### src/rtl/rr_mux_nch.sv
// Purpose : NCH-channel valid/ready mux into a one-entry output register, fixed-select or round-robin.
// Latency : 1 clock from in_ready/in_valid handshake to out_valid; 1 word/clock while out_ready=1.
// Backpr. : out_valid & !out_ready freezes output, drops all in_ready and holds the round-robin pointer.
//
// Ports
//   clk, rst_n            rising-edge clock, asynchronous active-low reset
//   in_data/in_valid      NCH packed WIDTH-bit words, channel i at in_data[i*WIDTH +: WIDTH]
//   in_ready              one-hot (or zero) accept strobe back to the producers
//   mode, sel             0 = take channel sel, 1 = round-robin over valid channels
//   out_data/out_ch       registered word and the channel it came from
//   out_valid/out_ready   output handshake towards the single consumer
module rr_mux_nch #(
    parameter int WIDTH = 8,
    parameter int NCH   = 4,
    localparam int SELW = $clog2(NCH)
) (
    input  logic                   clk,
    input  logic                   rst_n,
    input  logic [NCH*WIDTH-1:0]   in_data,
    input  logic [NCH-1:0]         in_valid,
    output logic [NCH-1:0]         in_ready,
    input  logic                   mode,
    input  logic [SELW-1:0]        sel,
    output logic [WIDTH-1:0]       out_data,
    output logic [SELW-1:0]        out_ch,
    output logic                   out_valid,
    input  logic                   out_ready
);

    logic [WIDTH-1:0] ch_dat [NCH];
    logic [SELW-1:0]  ptr;
    logic             load_en;
    logic             grant_vld;
    logic [SELW-1:0]  grant_idx;
    logic [NCH-1:0]   grant_oh;
    logic [WIDTH-1:0] grant_dat;
    int               scan_idx;

    for (genvar g = 0; g < NCH; g++) begin : g_unpack
        assign ch_dat[g] = in_data[g*WIDTH +: WIDTH];
    end

    // The register can accept a new word when empty or when its current word leaves this cycle.
    assign load_en = !out_valid || out_ready;

    // Grant selection. Channels are compared by index rather than dynamically indexed so that an
    // out-of-range sel (NCH not a power of two) simply matches nothing.
    always_comb begin
        grant_vld = 1'b0;
        grant_idx = '0;
        grant_oh  = '0;
        grant_dat = '0;
        scan_idx  = 0;
        if (!mode) begin
            for (int i = 0; i < NCH; i++) begin
                if (int'(sel) == i && in_valid[i]) begin
                    grant_vld   = 1'b1;
                    grant_idx   = SELW'(i);
                    grant_oh[i] = 1'b1;
                    grant_dat   = ch_dat[i];
                end
            end
        end else begin
            // Search starts just after the last granted channel and wraps NCH-1 -> 0;
            // the last candidate (k = NCH) is the previous winner itself.
            for (int k = 1; k <= NCH; k++) begin
                scan_idx = int'(ptr) + k;
                if (scan_idx >= NCH) begin
                    scan_idx = scan_idx - NCH;
                end
                for (int i = 0; i < NCH; i++) begin
                    if (!grant_vld && i == scan_idx && in_valid[i]) begin
                        grant_vld   = 1'b1;
                        grant_idx   = SELW'(i);
                        grant_oh[i] = 1'b1;
                        grant_dat   = ch_dat[i];
                    end
                end
            end
        end
    end

    // rst_n gates the strobe so no producer sees an accept while the block is held in reset.
    assign in_ready = (rst_n && load_en && grant_vld) ? grant_oh : '0;

    always_ff @(posedge clk or negedge rst_n) begin
        if (!rst_n) begin
            out_data  <= '0;
            out_ch    <= '0;
            out_valid <= 1'b0;
            ptr       <= SELW'(NCH - 1);
        end else if (grant_vld && load_en) begin
            out_data  <= grant_dat;
            out_ch    <= grant_idx;
            out_valid <= 1'b1;
            // Tracking the winner in fixed mode too keeps a later switch to round-robin fair.
            ptr       <= grant_idx;
        end else if (out_valid && out_ready) begin
            out_valid <= 1'b0;
        end
    end

endmodule
### config.mk
export PLATFORM = sky130hd
export DESIGN_NAME = rr_mux_nch
export DESIGN_NICKNAME = d
export VERILOG_FILES = /design/src/rtl/rr_mux_nch.sv
export SDC_FILE = /design/constraint.sdc
export NUM_CORES = 1
export LEC_CHECK = 0
export ABC_AREA = 1
export CAP_MARGIN = 20
export CORE_AREA = 2 2 110 85
export CTS_CLUSTER_DIAMETER = 60
export DETAILED_ROUTE_END_ITERATION = 8
export DIE_AREA = 0 0 112 87
export GPL_ROUTABILITY_DRIVEN = 0
export SLEW_MARGIN = 20
export SYNTH_ARGS = -nofsm -noshare
export SYNTH_HDL_FRONTEND = slang
export SYNTH_SLANG_ARGS = --single-unit
### constraint.sdc
create_clock -name clk -period 3.8 [get_ports clk]
set_input_delay 0.76 -clock clk [delete_from_list [all_inputs] [get_ports clk]]
set_output_delay 0.76 -clock clk [all_outputs]
set_load 0.05 [all_outputs]
==> metrics.txt <==
Max stage delay on crit path=460 ps; Slew headroom=66.70%; CTS buffer count=3; CP bufs+invs=5; DRC=0; Area Growth Syn to Fin=37.40%; Reg clk slew, reported paths=50 ps; Mapped Nets=526; PortBufs=56; clk root buf=clkbuf_16; Layout Nets=599; family with the most delay on the worst path=buffers and inverters; Comb power frac=around 79%; commonest cells after routing, fill and taps aside=nor2_1 (121), nand2_1 (99), inv_1 (64); clk_skew=1.655 ps; vias in the first global route=about 3400; Clock Sinks=13; CTS Hold Bufs=0; pwr dens=about 650 nW/µm²; Total Routing Usage GR=20.59%; Net Switching=1.273 mW; post-route minimum period=approximately 3600 ps; H-tree depth=1; Final Max Slew Viols=0; Placement Rows=30; commonest non-fill, non-tap cell in the layout=nor2_1; clk_lat worst skew=~240 ps; Max Root-Sink Buffers=2; Vias=3501; Slowest-stage cell, CP=clkdlybuf4s50_1; r2r startpoint=ptr[0]; Syn Inst Count=484; final hold violation count=0; sequential share of power=12.7%; crit path DAT=2830 ps; largest net degree at the start of global routing=22; Setup TNS Final=0 ps; routed len/inst=14.69 µm; Vias/cell=5.241; HPWL after DPL=8187 µm; register area share after synthesis=12.93%; yosys warns=0; LEAKAGE=around 1.7 nW; ANT cells=0; Crit Path Category=in -> out; Syn Std Cell Area=roughly 2500 µm²; CTS tree=built; CP required=a little over 3000 ps; pre-CTS setup slack=169.9 ps; RSZ-0062 raised after global routing=no; Syn Area/Cell=approximately 5.2 µm²; grt ovf=0; initial antenna violation count=0; die area=9744 µm²; final worst setup slack=211.5 ps; peak supply drop=0.0003529 V; crit path max fanout=10; total power draw=2.259 mW; core box area=around 8800 µm²; die width=112 µm; Clock power frac=8.8%; io pins=57; max cap viols=0; CP endpoint kind=output pin; initial core utilization=28.87%; Iter 0 DRT Violations=265; Pint=between 0.9 and 1 mW; switching part of the total=between 50% and 60%; Die Ht=87 µm; Post-DRT Antenna Nets=0; post-synth cell types=30; ordered list of cells on the worst path=clkdlybuf4s50_1 -> inv_2 -> nor2_1 -> inv_1 -> nand4_4 -> buf_4 -> nor3_4 -> nand3_2 -> o2111ai_1 -> nand2_1 -> a21oi_2 -> buf_12; Final Setup Violations=0; Yosys reg bits=13; final period utilization=94.43%; Critical Path Source=in_valid[1]; status=completed; ratio of cells with drive above 1 in the final layout=a little under an eighth; Worst Tran Pin Value=498.0 ps; global-route wire length before repair=16540 µm; min-delay worst type=reg -> reg; achievable clock frequency=278.7 MHz; DRT Wirelength=9816 µm; first-pass iteration count of the detailed router=5; Hold Crit Start=out_ch[1]; CP startpoint kind=input pin
## timing repair
item,CTS,global route
endpoints found under the setup margin,0,2
hold endpoints to repair,0,0
setup buffers,0,0
resized for setup,0,3
## worst min-delay path: cells and delay by family, from the launching register on
kind	cells	cell delay, ps
DFF	1	340
AOI/OAI and AO/OA	1	60
and+or+nand+nor	1	50
## power by group through the flow
stage	registers, mW	clock network, mW	logic (mW)
after global placement	0.288	0	1.73
final	0.287	0.198	1.77
after global routing	0.299	0.214	1.96
after detailed placement	0.290	0	1.75
after floorplan	0.452	0	1.07
after CTS	0.288	0.208	1.76
## sequential cells by signal, summed over array words and instances, names as in the netlist
| name | flops |
|---|---|
| out_valid | 1 |
| out_ch | 2 |
| ptr | 2 |
| out_data | 8 |
## routing by layer
| metal | up-vias | track usage (%) | part of all wire (%) | routed length [µm] |
|---|---|---|---|---|
| met3 | 12 | 3.271 | 7.6 | 744 |
| met5 | - | 0 | 0 | 0 |
| met1 | 1622 | 27.70 | 47 | 4568 |
| met4 | 0 | 4.878 | 1.3 | 131 |
| met2 | 145 | 34.99 | 45 | 4372 |
| li1 | 1722 | - | - | - |
## Yosys cell counts (all sizes together)
master / count / area, µm²
inv: 70 / 265.3
clkbuf: 5 / 18.77
a221oi: 7 / 61.31
o21ai: 8 / 40.04
o2111ai: 3 / 26.28
nor3b: 1 / 7.510
buf: 13 / 78.82
clkinv: 1 / 3.750
dfstp: 2 / 52.55
nor2: 126 / 519.3
nand3: 63 / 325.3
nand4: 32 / 251.5
a21oi: 25 / 125.1
nor3: 16 / 101.4
dfrtp: 11 / 275.3
nand2: 101 / 384.1
## cells by family after synthesis
kind of cell | count (synthesis) | synth area share (%)
AO/OA/AOI/OAI | 43 | 9.966
buffers and inverters | 89 | 14.45
flip-flops | 13 | 12.93
AND/OR/NAND/NOR | 339 | 62.65
## worst paths after layout
path / endpoint / slack (ps) / cells after the start
min in group asynchronous: out_data[4] / 1020 / 2
worst max-delay path: in_ready[2] / 210 / 12
max in group asynchronous: ptr[0] / 2550 / 2
worst min-delay path: out_ch[1] / 500 / 2
worst min register to register: out_ch[1] / 500 / 2
worst max register to register: out_data[0] / 1160 / 16
## layout make-up
cell class              instances  area [µm²]
fillers                      1022        5299
inverters                      71       269.0
clock buffers                   3       75.07
flip-flops and latches         13       327.8
multi-input cells             382        1854
repair buffers                 86       813.3
clock inverters                 1       5.005
well taps                     112       140.1
## per-stage QoR
stage	instance area [µm²]	hold WS, ps	std cells	util, %
6_report	3485	496.5	668	39.67
5_1_grt	3485	533.3	668	39.67
4_1_cts	3472	510.1	668	39.53
3_5_place_dp	3392	482.4	664	38.62
3_3_place_gp	3392	492.8	664	38.62
2_1_floorplan	2536	464.4	484	-
No activity file was read; power rests on OpenSTA's default activity.
